`config.mk`:
```
export PLATFORM = sky130hd
export DESIGN_NAME = gpr_cdb_arbiter
export DESIGN_NICKNAME = d
export VERILOG_FILES = /design/src/rtl/gpr_cdb_arbiter.sv
export SDC_FILE = /design/constraint.sdc
export NUM_CORES = 1
export LEC_CHECK = 0
export CAP_MARGIN = 40
export CORE_UTILIZATION = 32
export DETAILED_ROUTE_END_ITERATION = 6
export PLACE_DENSITY = 0.85
export SYNTH_ARGS = -nofsm -noshare
export SYNTH_HDL_FRONTEND = slang
export SYNTH_SLANG_ARGS = --single-unit
```
`constraint.sdc`:
```
create_clock -name clk -period 10.3 [get_ports clk]
set_input_delay 3.09 -clock clk [delete_from_list [all_inputs] [get_ports clk]]
set_output_delay 3.09 -clock clk [all_outputs]
set_load 0.01 [all_outputs]
```
`src/rtl/gpr_cdb_arbiter.sv`:
```
// gpr_cdb_arbiter
// Round-robin arbiter that owns the GPR common data bus. Grants at most one
// functional unit per cycle. It broadcasts that unit's registered result one
// cycle later, and keeps a saturating count of grants for debug and performance.
module gpr_cdb_arbiter #(
    parameter int N_UNIT    = 4,
    parameter int ROB_WIDTH = 6,   // keep in step with the ROB tag width used elsewhere
    parameter int DATA_W    = 32
) (
    input  logic                        clk,
    input  logic                        reset,
    input  logic                        flush,
    input  logic [N_UNIT-1:0]           req_valid,
    output logic [N_UNIT-1:0]           req_ready,
    input  logic [N_UNIT*ROB_WIDTH-1:0] unit_tag,
    input  logic [N_UNIT*DATA_W-1:0]    unit_data,
    output logic                        cdb_valid,
    output logic [ROB_WIDTH-1:0]        cdb_tag,
    output logic [DATA_W-1:0]           cdb_data,
    output logic [15:0]                 grant_count
);

    localparam int               IDX_W = $clog2(N_UNIT);
    localparam logic [IDX_W:0]   N_EXT = (IDX_W+1)'(N_UNIT);
    localparam logic [IDX_W-1:0] LAST  = IDX_W'(N_UNIT - 1);

    logic [IDX_W-1:0] rr_ptr;
    logic [IDX_W-1:0] sel_idx;
    logic             sel_valid;

    logic             grant_any;
    logic [IDX_W-1:0] grant_idx;
    logic [IDX_W:0]   cand_ext;
    logic [IDX_W-1:0] cand;

    // Grant search: first requester at or after rr_ptr, wrapping; blocked by reset/flush.
    always_comb begin
        // NOTE: every signal gets a default before any branch, so no path leaves
        // a value unassigned and no latch is inferred.
        req_ready = '0;
        grant_any = 1'b0;
        grant_idx = '0;
        cand_ext  = '0;
        cand      = '0;
        if (!reset && !flush) begin
            for (int i = 0; i < N_UNIT; i++) begin
                cand_ext = {1'b0, rr_ptr} + (IDX_W+1)'(i);
                if (cand_ext >= N_EXT) begin
                    cand_ext = cand_ext - N_EXT;
                end
                cand = cand_ext[IDX_W-1:0];
                if (!grant_any && req_valid[cand]) begin
                    grant_any = 1'b1;
                    grant_idx = cand;
                end
            end
        end
        if (grant_any) begin
            req_ready[grant_idx] = 1'b1;
        end
    end

    // Pointer, pending-broadcast selection and grant counter; advance on each grant.
    always_ff @(posedge clk or posedge reset) begin
        // NOTE: state registers use non-blocking assignments so every register
        // samples the pre-edge values, independent of statement order.
        if (reset) begin
            rr_ptr      <= '0;
            sel_valid   <= 1'b0;
            sel_idx     <= '0;
            grant_count <= '0;
        end else if (grant_any) begin
            rr_ptr    <= (grant_idx == LAST) ? '0 : grant_idx + 1'b1;
            sel_valid <= 1'b1;
            sel_idx   <= grant_idx;
            if (grant_count != 16'hFFFF) begin
                grant_count <= grant_count + 16'd1;
            end
        end else begin
            sel_valid <= 1'b0;
        end
    end

    // Broadcast: mux the granted unit's registered result onto the bus.
    always_comb begin
        cdb_valid = sel_valid && !flush;
        cdb_tag   = '0;
        cdb_data  = '0;
        for (int j = 0; j < N_UNIT; j++) begin
            if (sel_idx == IDX_W'(j)) begin
                cdb_tag  = unit_tag[j*ROB_WIDTH +: ROB_WIDTH];
                cdb_data = unit_data[j*DATA_W +: DATA_W];
            end
        end
    end

endmodule

```
# Word level (Yosys, flattened, before mapping)

Cells that the tools add are included.

Bits in registers: 21
Input port bits: 159
Output and inout bits: 59

Add/sub/neg operators: 9
Order comparisons: 10
Equality and inequality tests: 5
Multiplexer cells: 42
Reduce and logical (&&, ||, !) cells: 13

Operators with widths:

| operator              | count |
|---|---|
| $mux 32               | 4 |
| $mux 2                | 14 |
| $mux 6                | 4 |
| $add 16x1->16 const B | 1 |
| $ne 16x16->1 const B  | 1 |
| $lt 2x3->1 const B    | 5 |
| $mux 1                | 14 |
| $ge 3x3->1 const B    | 3 |
| $bmux 1 s2            | 4 |
| $sub 2x1->2 const B   | 4 |
| $add 2x2->3 const B   | 2 |
| $eq 2x2->1 const B    | 3 |
| $logic_and 1x1->1     | 6 |
| $logic_not 1->1       | 5 |
| $mux 4                | 1 |
| $add 2x1->3 const B   | 1 |
| $ge 2x3->1 const B    | 1 |
| $add 2x1->2 const B   | 1 |
| $demux 1 s2           | 1 |
| $eq 2x1->1 const B    | 1 |
| $ge 2x1->1 const B    | 1 |
| $logic_not 2->1       | 1 |
| $reduce_and 2->1      | 1 |

# Depth between registers and ports, before layout

Gate-level depths: netlist (run 1).

Depth in word-level cells: 24
Gate-level depth with buffers: 8
Gate-level depth less buffers: 7

# Worst setup path before layout (run 1)

Ideal clock, no wire load.

Path kind: input port to output port
Start point: input reset
End point: output req_ready[0]
Data arrival time: 4,429 ps
Data required time: 7,210 ps
Slack: 2,781 ps
Stages: 7
Path buffers: 1
Path through: nor2_2 > nand2_2 > buf_6 > nor3_1 > inv_1 > ha_1 > and3_1

Longest elaborated chain between the ends: 8

RTL lines:

| item                                                                  | line | RTL |
|---|---|---|
| start, declared                                                       | 11   | `input logic reset,` |
| $logic_not 1->1 (no source line) *                                    | -    |  |
| $logic_and 1x1->1 *                                                   | 45   | `if (!reset && !flush) begin` |
| $mux 2 *                                                              | 45   |  |
| net grant_idx[0]                                                      | 32   | `logic [IDX_W-1:0] grant_idx;` |
| $lt 2x3->1 (not written as such) / $ge 2x1->1 (equally long branches) | 59   | `req_ready[grant_idx] = 1'b1;` |
| $logic_and 1x1->1 (not written as such)                               | 59   |  |
| $mux 1 (not written as such)                                          | 59   |  |
| $demux 1 s2 *                                                         | 59   |  |
| $mux 4 *                                                              | 58   | `if (grant_any) begin` |
| end, declared                                                         | 14   | `output logic [N_UNIT-1:0] req_ready,` |

Mark *: on every way through the listed nets, which the timed path passes. The rest lies on a longest branch.

# Worst setup path in the final report (run 1)

Start point: input flush
End point: output req_ready[2]

Longest elaborated chain between the ends: 8

RTL lines:

| item                                                                  | line | RTL |
|---|---|---|
| start, declared                                                       | 12   | `input logic flush,` |
| $logic_not 1->1 *                                                     | 45   |  |
| $logic_and 1x1->1 *                                                   | 45   |  |
| $mux 2 *                                                              | 45   |  |
| net grant_idx[0]                                                      | 32   |  |
| $lt 2x3->1 (not written as such) / $ge 2x1->1 (equally long branches) | 59   |  |
| $logic_and 1x1->1 (not written as such)                               | 59   |  |
| $mux 1 (not written as such)                                          | 59   |  |
| $demux 1 s2 *                                                         | 59   |  |
| $mux 4 *                                                              | 58   |  |

Marks and branches as above.

==> results of run 1 <==
## flip-flops by register name, summed over array words and instances (netlist names)
| register | count |
|---|---|
| grant_count | 16 |
| rr_ptr | 2 |
| sel_idx | 2 |
| sel_valid | 1 |
## cells by family (layout without fill, tap and decap cells)
family          count (synthesis)  after routing  share of synthesized area [%]
xor+xnor                       11             11                           4.48
flops                          21             21                           24.4
other cells                     0              1                              0
mux                            41             41                           41.3
buf+inv                        17            230                           3.73
simple gates                   56             56                           19.2
compound gates                 12             12                           3.90
fa+ha+maj                       5              5                           2.91
## cell type report
| type | instances | area, µm² |
|---|---|---|
| Timing Repair Buffer | 218 | 2180 |
| Fill cell | 499 | 2000 |
| Multi-Input combinational cell | 125 | 1540 |
| Sequential cell | 21 | 528 |
| Tap cell | 77 | 96.3 |
| Clock buffer | 4 | 45.0 |
| Inverter | 8 | 30.0 |
| Antenna cell | 1 | 2.50 |
## metal layers
metal  up-vias  global-route usage, %
li1       1095                      -
met1      1138                   29.3
met2       120                   46.3
met3        19                   6.13
met4         0                   8.62
met5         -                      0
## Yosys cell counts (all sizes together), types with 3 or more instances
| cell type | n | area [µm²] |
|---|---|---|
| mux4 | 38 | 856 |
| dfrtp | 21 | 526 |
| nand2 | 11 | 43.8 |
| xor2 | 10 | 87.6 |
| nor2 | 9 | 36.3 |
| inv | 8 | 30.0 |
| nor4 | 8 | 95.1 |
| buf | 6 | 38.8 |
| and3 | 5 | 31.3 |
| ha | 5 | 62.6 |
| nor3 | 5 | 25.0 |
| nand4 | 4 | 70.1 |
| a21oi | 3 | 15.0 |
| clkbuf | 3 | 11.3 |
| nand3 | 3 | 15.0 |
## worst max-delay path: stages
cell and delay, ns:
clkdlybuf4s50_1 0.48, nor2_2 0.29, nand2_2 0.25, nor3_1 0.58
inv_1 0.15, ha_1 0.23, and3_1 0.16, clkdlybuf4s50_1 0.48
## power breakdown
part	total [mW]	leakage, nW	switching, mW	internal [mW]
Sequential	0.145	0.262	0.0447	0.100
Combinational	0.343	1.40	0.114	0.230
Clock	0.0528	0.0228	0.0252	0.0275
## through the flow
| stage | total power, mW | util [%] | cells | worst slack [ns] |
|---|---|---|---|---|
| floorplan | 0.295 | - | 163 | 2.78 |
| global placement | 0.487 | 68.2 | 449 | 1.65 |
| detailed placement | 0.491 | 68.2 | 449 | 1.51 |
| CTS | 0.547 | 68.9 | 453 | 1.52 |
| global route | 0.571 | 68.9 | 454 | 1.38 |
| finish | 0.541 | 68.9 | 454 | 1.50 |
## path summary, 6_finish.rpt
path | startpoint | to | slack (ns) | depth (start not counted)
worst min register to register | grant_count[0] | grant_count[0] | 0.53 | 1
worst min-delay path | grant_count[0] | grant_count[0] | 0.53 | 1
worst max-delay path | flush | req_ready[2] | 1.50 | 8
max in group asynchronous | reset | sel_idx[0] | 6.46 | 2
min in group asynchronous | reset | grant_count[0] | 3.32 | 2
worst max register to register | rr_ptr[1] | rr_ptr[1] | 8.33 | 7
==> run summary, run 1 <==
Wire length on met3 = 708 µm
Total grt overflow = 0
Share of cells above drive strength 1 = 15.2%
Worst hold margin = 0.534 ns
Die Y = 84.0 µm
Post-CTS Resized = 0
Ys Warns = 0
Final GP Congestion = 0.856
Core area = 0.00642 mm²
Largest net degree at the start of global routing = 40
Post-Layout Inst Area = 0.00443 mm²
Slew @ Worst Pin = 0.884 ns
Initial antenna violation count = 1
H-tree depth = 1
Worst vdd ir = 0.157 mV
Total Routed Length = 9.03 mm
Required time worst endpoint = 7.21 ns
Worst clock skew = 0.00160 ns
# DRC = 30
Initial core utilization = 33.5%
# setup viols final = 0
Status = finished with violations
Final Cycle Share = 85.4%
Clock root cell = clkbuf_8
RSZ-0062 raised after global routing = no
CP Data Arrival Time = 5.71 ns
Vias = 2372
Worst min-delay path class = register to register
Layout overhead on the synthesized area = 106%
Die area = 0.00705 mm²
CTS tree = done
Commonest cells after routing, fill and taps aside = 217 x clkdlybuf4s50_1, 38 x mux4_2, 19 x dfrtp_1, 10 x nand2_1, 10 x xor2_1
Highest routing layer actually used = met4
Clock sinks = 21
Placed Area = 0.00438 mm²
Die X = 84.0 µm
Pre-antenna DRT Iters = 7
CTS clk-pin slew, worst paths = 0.07 ns
Final Hold Viols = 0
Nets = 541
FMAX = 114 MHz
Sequential area share after synthesis = 24.4%
Power density over the cells = 122 mW/mm²
Wirelength per Cell = 19.9 µm
Mapped cell area = 0.00215 mm²
Vias in the first global route = 2498
Max_slew headroom = 41.0%
Leak pwr = 1.68 nW
Syn Nets = 327
Crit path max fanout = 11
Commonest non-fill, non-tap cell in the layout = clkdlybuf4s50_1
Unique masters post-synth = 39
Hold_buf cts = 0
Iteration-0 DRC count of the detailed router = 108
Mapped Cells = 163
Worst setup EP type = output port
Routed wl met2 = 4.76 mm
GRT Total Usage = 25.5%
CTS buffer count = 3
Fraction of registers with async set/reset = 100%
Kind of critical path = input port to output port
Rows = 29
Hpwl dp = 7.84 mm
Synth Register Bits = 21
Vias per inst = 5.22
Clock Path Buffers = 2
Main synth FF type = dfrtp_1
# port buffers = 217
Startpoint class of the critical path = input port
DRT met1 WL = 3.27 mm
Global-route wire length before repair = 13.7 mm
Post-synth EDFFs = 0
Final Max Tran Viols = 0
Final ANT Viol Nets = 0
Clk_lat worst skew = 0.26 ns
Postcts setup bufs = 0
Violated checks = DRC
Syn_area_per_cell = 13.2 µm²
Maxcap violations = 0
Sum of negative setup slack = 0 ns
IO Pins = 218
Tmin final = 8.80 ns
No activity file was read; power rests on OpenSTA's default activity.
==> run 2, diff against run 1 <==
--- a/config.mk
+++ b/config.mk
@@ -6,9 +6,9 @@
 export NUM_CORES = 1
 export LEC_CHECK = 0
 export CAP_MARGIN = 40
-export CORE_UTILIZATION = 32
+export CORE_UTILIZATION = 30
 export DETAILED_ROUTE_END_ITERATION = 6
-export PLACE_DENSITY = 0.85
+export PLACE_DENSITY = 0.81
 export SYNTH_ARGS = -nofsm -noshare
 export SYNTH_HDL_FRONTEND = slang
 export SYNTH_SLANG_ARGS = --single-unit
==> constraint.sdc (replaced) <==
create_clock -name clk -period 9.5 [get_ports clk]
set_input_delay 2.85 -clock clk [delete_from_list [all_inputs] [get_ports clk]]
set_output_delay 2.85 -clock clk [all_outputs]
set_load 0.01 [all_outputs]
==> run summary, run 2 (same netlist as run 1, synthesis figures left out) <==
Final Cycle Share = 86.9%
Max_slew headroom = 47.6% (+6.6 points)
Hpwl dp = 7.21 mm (-7.9%)
Wirelength per Cell = 17.9 µm (-9.9%)
CP Data Arrival Time = 5.40 ns (-0.31 ns)
Vias per inst = 4.98 (-4.7%)
Reg-to-reg startpoint = rr_ptr[1]
Final Max Tran Viols = 0 (unchanged)
Tmin final = 8.25 ns
Status = finished clean
Vias in the first global route = 2422 (-3.0%)
Initial antenna violation count = 0 (-1)
Required time worst endpoint = 6.65 ns (-0.56 ns)
Clock Path Buffers = 2 (unchanged)
CTS clk-pin slew, worst paths = 0.07 ns (about the same)
Leak pwr = 1.69 nW (+0.38%)
H-tree depth = 1 (unchanged)
Sequential Area = 527 µm² (-0.24%)
Largest Register = grant_count
Area of the multi-input gates = 0.00154 mm² (unchanged)
Postcts setup bufs = 0 (unchanged)
Share of cells above drive strength 1 = 15.1% (-0.040 points)
Crit path max fanout = 11 (unchanged)
Pre-antenna DRT Iters = 4 (-3)
GRT Total Usage = 21.9% (-3.6 points)
Die area = 0.00751 mm² (+6.5%)
Ant diodes = 0 (-1)
Hold Path End = grant_count[0]
Reg-to-Reg End = rr_ptr[1]
Hold_buf cts = 0 (unchanged)
Final Hold Viols = 0 (unchanged)
Kind of critical path = input port to output port
IO Pins = 218 (unchanged)
Maxcap violations = 0 (unchanged)
FMAX = 121 MHz
Die Y = 86.6 µm (+3.2%)
HP Start = grant_count[0]
# DRC = 0 (-100%)
Iteration-0 DRC count of the detailed router = 56 (-48%)
Worst min-delay path class = register to register
Worst setup EP type = output port
Total Power = 0.584 mW (+8.0%)
Final GP Congestion = 0.859 (+0.39%)
Nets = 542 (+0.18%)
# setup viols final = 0 (unchanged)
Final ANT Viol Nets = 0 (unchanged)
Startpoint class of the critical path = input port
Layout overhead on the synthesized area = 107%
Largest regs = grant_count x16, rr_ptr x2, sel_idx x2
Post-CTS Resized = 0 (unchanged)
Clock root cell = clkbuf_8
Worst clock skew = 0.00559 ns (+0.00398 ns)
Power density over the cells = 131 mW/mm² (+7.3%)
# port buffers = 217 (unchanged)
Worst vdd ir = 0.180 mV (+15%)
R2r setup slk = 7.55 ns (-0.78 ns)
Total grt overflow = 0 (unchanged)
CTS tree = done
CTS buffer count = 3 (unchanged)
Core area = 0.00687 mm² (+7.0%)
Die X = 86.6 µm (+3.2%)
Sum of negative setup slack = 0 ns (unchanged)
Fill cell count = 583 (+17%)
Vias = 2355 (-0.72%)
Largest net degree at the start of global routing = 40 (unchanged)
Clock sinks = 21 (unchanged)
Worst hold margin = 0.546 ns (+0.0116 ns)
RSZ-0062 raised after global routing = no
Total Routed Length = 8.48 mm (-6.1%)
Initial core utilization = 31.3% (-2.2 points)
Worst Hold Depth = 1 (unchanged)
Slew @ Worst Pin = 0.785 ns (-0.0996 ns)
Commonest cells after routing, fill and taps aside = 217 x clkdlybuf4s50_1, 38 x mux4_2, 20 x dfrtp_1, 10 x nand2_1, 10 x xor2_1
Register-to-Register Path Depth = 7 (unchanged)
Clk_lat worst skew = 0.26 ns (about the same)
Commonest non-fill, non-tap cell in the layout = clkdlybuf4s50_1
Global-route wire length before repair = 12.7 mm (-7.4%)
Rows = 30 (+3.4%)
Largest register FFs = 16 (unchanged)
==> run 2: metrics by stage <==
stage	cell area (µm²)	util, %	std cells	worst slack [ns]
after global routing	4450	64.8	473	1.00
after global placement	4410	64.2	469	1.35
after floorplan	2150	-	163	2.46
after CTS	4450	64.8	473	1.26
after detailed placement	4410	64.2	469	1.25
final	4450	64.8	473	1.25
==> run 2: final cells by class <==
cell class | instances | area share (%)
multi-input cells | 125 | 34.7
repair buffers | 219 | 49.1
flip-flops and latches | 21 | 11.8
inverters | 8 | 0.674
clock buffers | 4 | 1.01
well taps | 96 | 2.70
==> run 2: critical path, cell delays in order <==
cell             delay (ns)
clkdlybuf4s50_1        0.44
nor2_2                 0.31
nand2_2                0.26
nor3_1                 0.56
inv_1                  0.15
ha_1                   0.22
and3_1                 0.13
clkdlybuf4s50_1        0.49
==> run 2: worst max-delay path by stage <==
stage / from / end / slack [ns] / cells past startpoint
finish: reset / req_ready[2] / 1.25 / 8
global route: reset / req_ready[0] / 1.00 / 8
CTS: reset / req_ready[2] / 1.26 / 8
detailed placement: reset / req_ready[2] / 1.25 / 8
global placement: reset / req_ready[0] / 1.35 / 8
floorplan: reset / req_ready[0] / 2.46 / 7
==> run 2: routing by layer <==
metal | global-route usage, % | up-vias | wire length (µm)
li1 | - | 1100 | -
met1 | 25.4 | 1126 | 3190
met2 | 40.0 | 109 | 4410
met3 | 4.76 | 20 | 642
met4 | 7.42 | 0 | 246
met5 | 0 | - | 0
==> run 2: power by group <==
group          leakage, nW  switching, mW  internal [mW]
registers            0.263         0.0288          0.109
logic                 1.40          0.140          0.249
clock network       0.0228         0.0278         0.0298
==> run 3, diff against run 2 <==
--- a/config.mk
+++ b/config.mk
@@ -5,10 +5,12 @@
 export SDC_FILE = /design/constraint.sdc
 export NUM_CORES = 1
 export LEC_CHECK = 0
+export ABC_CLOCK_PERIOD_IN_PS = 9500
 export CAP_MARGIN = 40
 export CORE_UTILIZATION = 30
 export DETAILED_ROUTE_END_ITERATION = 6
 export PLACE_DENSITY = 0.81
+export SLEW_MARGIN = 30
 export SYNTH_ARGS = -nofsm -noshare
 export SYNTH_HDL_FRONTEND = slang
 export SYNTH_SLANG_ARGS = --single-unit
==> run summary, run 3 (same netlist as run 1, synthesis figures left out) <==
Status = finished clean
Hpwl dp = 7.21 mm (unchanged)
Kind of critical path = input port to output port
IO Pins = 218 (unchanged)
Sequential Area = 527 µm² (unchanged)
Core area = 0.00687 mm² (unchanged)
Reg-to-reg startpoint = rr_ptr[1]
Fill cell count = 581 (-0.34%)
Die X = 86.6 µm (unchanged)
CP Data Arrival Time = 5.42 ns (+0.02 ns)
Area of the multi-input gates = 0.00154 mm² (unchanged)
CTS tree = done
Vias in the first global route = 2422 (unchanged)
Register-to-Register Path Depth = 7 (unchanged)
Largest net degree at the start of global routing = 40 (unchanged)
Final Max Tran Viols = 0 (unchanged)
Worst Setup SP = reset
Clock sinks = 21 (unchanged)
H-tree depth = 1 (unchanged)
HP Start = grant_count[0]
Commonest non-fill, non-tap cell in the layout = clkdlybuf4s50_1
Power density over the cells = 131 mW/mm² (-0.23%)
Largest Register = grant_count
Most Crowded Layer GR = met2
Iteration-0 DRC count of the detailed router = 60 (+7.1%)
Initial antenna violation count = 0 (unchanged)
Worst vdd ir = 0.175 mV (-3.1%)
Total Routed Length = 8.50 mm (+0.19%)
Post-CTS Resized = 0 (unchanged)
Startpoint class of the critical path = input port
Vias = 2365 (+0.42%)
Max_slew headroom = 52.9% (+5.3 points)
# setup viols final = 0 (unchanged)
Nets = 543 (+0.18%)
Wirelength per Cell = 17.9 µm (about the same)
Worst setup EP type = output port
Pre-antenna DRT Iters = 4 (unchanged)
Sum of negative setup slack = 0 ns (unchanged)
Slew @ Worst Pin = 0.706 ns (-0.0790 ns)
Largest register FFs = 16 (unchanged)
Maxcap violations = 0 (unchanged)
Clk_lat worst skew = 0.26 ns (about the same)
Worst hold margin = 0.546 ns (+0.000419 ns)
Clock Path Buffers = 2 (unchanged)
Worst min-delay path class = register to register
Reg-to-Reg End = rr_ptr[1]
Crit path max fanout = 11 (unchanged)
Final Cycle Share = 87.1% (+0.18 points)
R2r setup slk = 7.54 ns (about the same)
Vias per inst = 4.99 (+0.21%)
Hold_buf cts = 0 (unchanged)
# DRC = 0 (unchanged)
Die area = 0.00751 mm² (unchanged)
CTS buffer count = 3 (unchanged)
Tmin final = 8.27 ns (+0.0172 ns)
Ant diodes = 0 (unchanged)
Final ANT Viol Nets = 0 (unchanged)
# port buffers = 217 (unchanged)
FMAX = 121 MHz (-0.21%)
Worst clock skew = 0.00305 ns (-0.00253 ns)
Met1 Resource Use GR = 25.4% (unchanged)
Share of cells above drive strength 1 = 15.3% (+0.22 points)
GRT Total Usage = 21.9% (unchanged)
Commonest cells after routing, fill and taps aside = 217 x clkdlybuf4s50_1, 38 x mux4_2, 20 x dfrtp_1, 10 x nand2_1, 10 x xor2_1
Die Y = 86.6 µm (unchanged)
M2 GR Usage = 40.0% (unchanged)
GR met3 Demand/Resource = 4.76% (unchanged)
CTS clk-pin slew, worst paths = 0.07 ns (about the same)
Rows = 30 (unchanged)
Global-route wire length before repair = 12.7 mm (unchanged)
Initial core utilization = 31.3% (unchanged)
Largest regs = grant_count x16, rr_ptr x2, sel_idx x2
Final Hold Viols = 0 (unchanged)
Required time worst endpoint = 6.65 ns (about the same)
Clock root cell = clkbuf_8
Final GP Congestion = 0.859 (unchanged)
Layout overhead on the synthesized area = 108%
Postcts setup bufs = 0 (unchanged)
Critical Path End = req_ready[0]
Leak pwr = 1.69 nW (+0.44%)
RSZ-0062 raised after global routing = no
Total grt overflow = 0 (unchanged)
## run 3: changes by cell type in the layout (fill, tap and decap cells not counted)
cell,delta
buf_8,+1
## run 3: worst max-delay path: stages
cell,delay [ns]
clkdlybuf4s50_1,0.44
nor2_2,0.32
nand2_2,0.26
nor3_1,0.56
inv_1,0.15
ha_1,0.23
and3_1,0.14
clkdlybuf4s50_1,0.47
## run 3: final cells by class
class	count	share of cell area, %
Timing Repair Buffer	220	49.3
Inverter	8	0.672
Clock buffer	4	1.01
Sequential cell	21	11.8
Multi-Input combinational cell	125	34.6
Tap cell	96	2.69
## run 3: worst min path at each step
stage / end / depth (start not counted)
2_1_floorplan: grant_count[0] / 1
3_3_place_gp: grant_count[0] / 1
3_5_place_dp: grant_count[0] / 1
4_1_cts: grant_count[13] / 1
5_1_grt: grant_count[13] / 1
6_report: grant_count[0] / 1
## run 3: power breakdown
part / switching (mW) / internal [mW] / total [mW] / leakage [nW]
Sequential: 0.0288 / 0.109 / 0.137 / 0.263
Clock: 0.0275 / 0.0298 / 0.0574 / 0.0228
Combinational: 0.140 / 0.250 / 0.390 / 1.41
Total: 0.196 / 0.388 / 0.585 / 1.69
## run 3: layer usage
layer,wire length (µm),vias to the layer above
li1,-,1101
met1,3190,1135
met2,4420,109
met3,642,20
met4,246,0
met5,0,-
## run 3: per-stage QoR
| step | setup slack, ns | instance area, µm² | cells | util [%] | total power, mW |
|---|---|---|---|---|---|
| after global placement | 1.35 | 4410 | 469 | 64.2 | 0.526 |
| after floorplan | 2.46 | 2150 | 163 | - | 0.320 |
| final | 1.23 | 4470 | 474 | 65.0 | 0.585 |
| after detailed placement | 1.25 | 4410 | 469 | 64.2 | 0.530 |
| after CTS | 1.26 | 4450 | 473 | 64.8 | 0.589 |
| after global routing | 1.00 | 4470 | 474 | 65.0 | 0.619 |
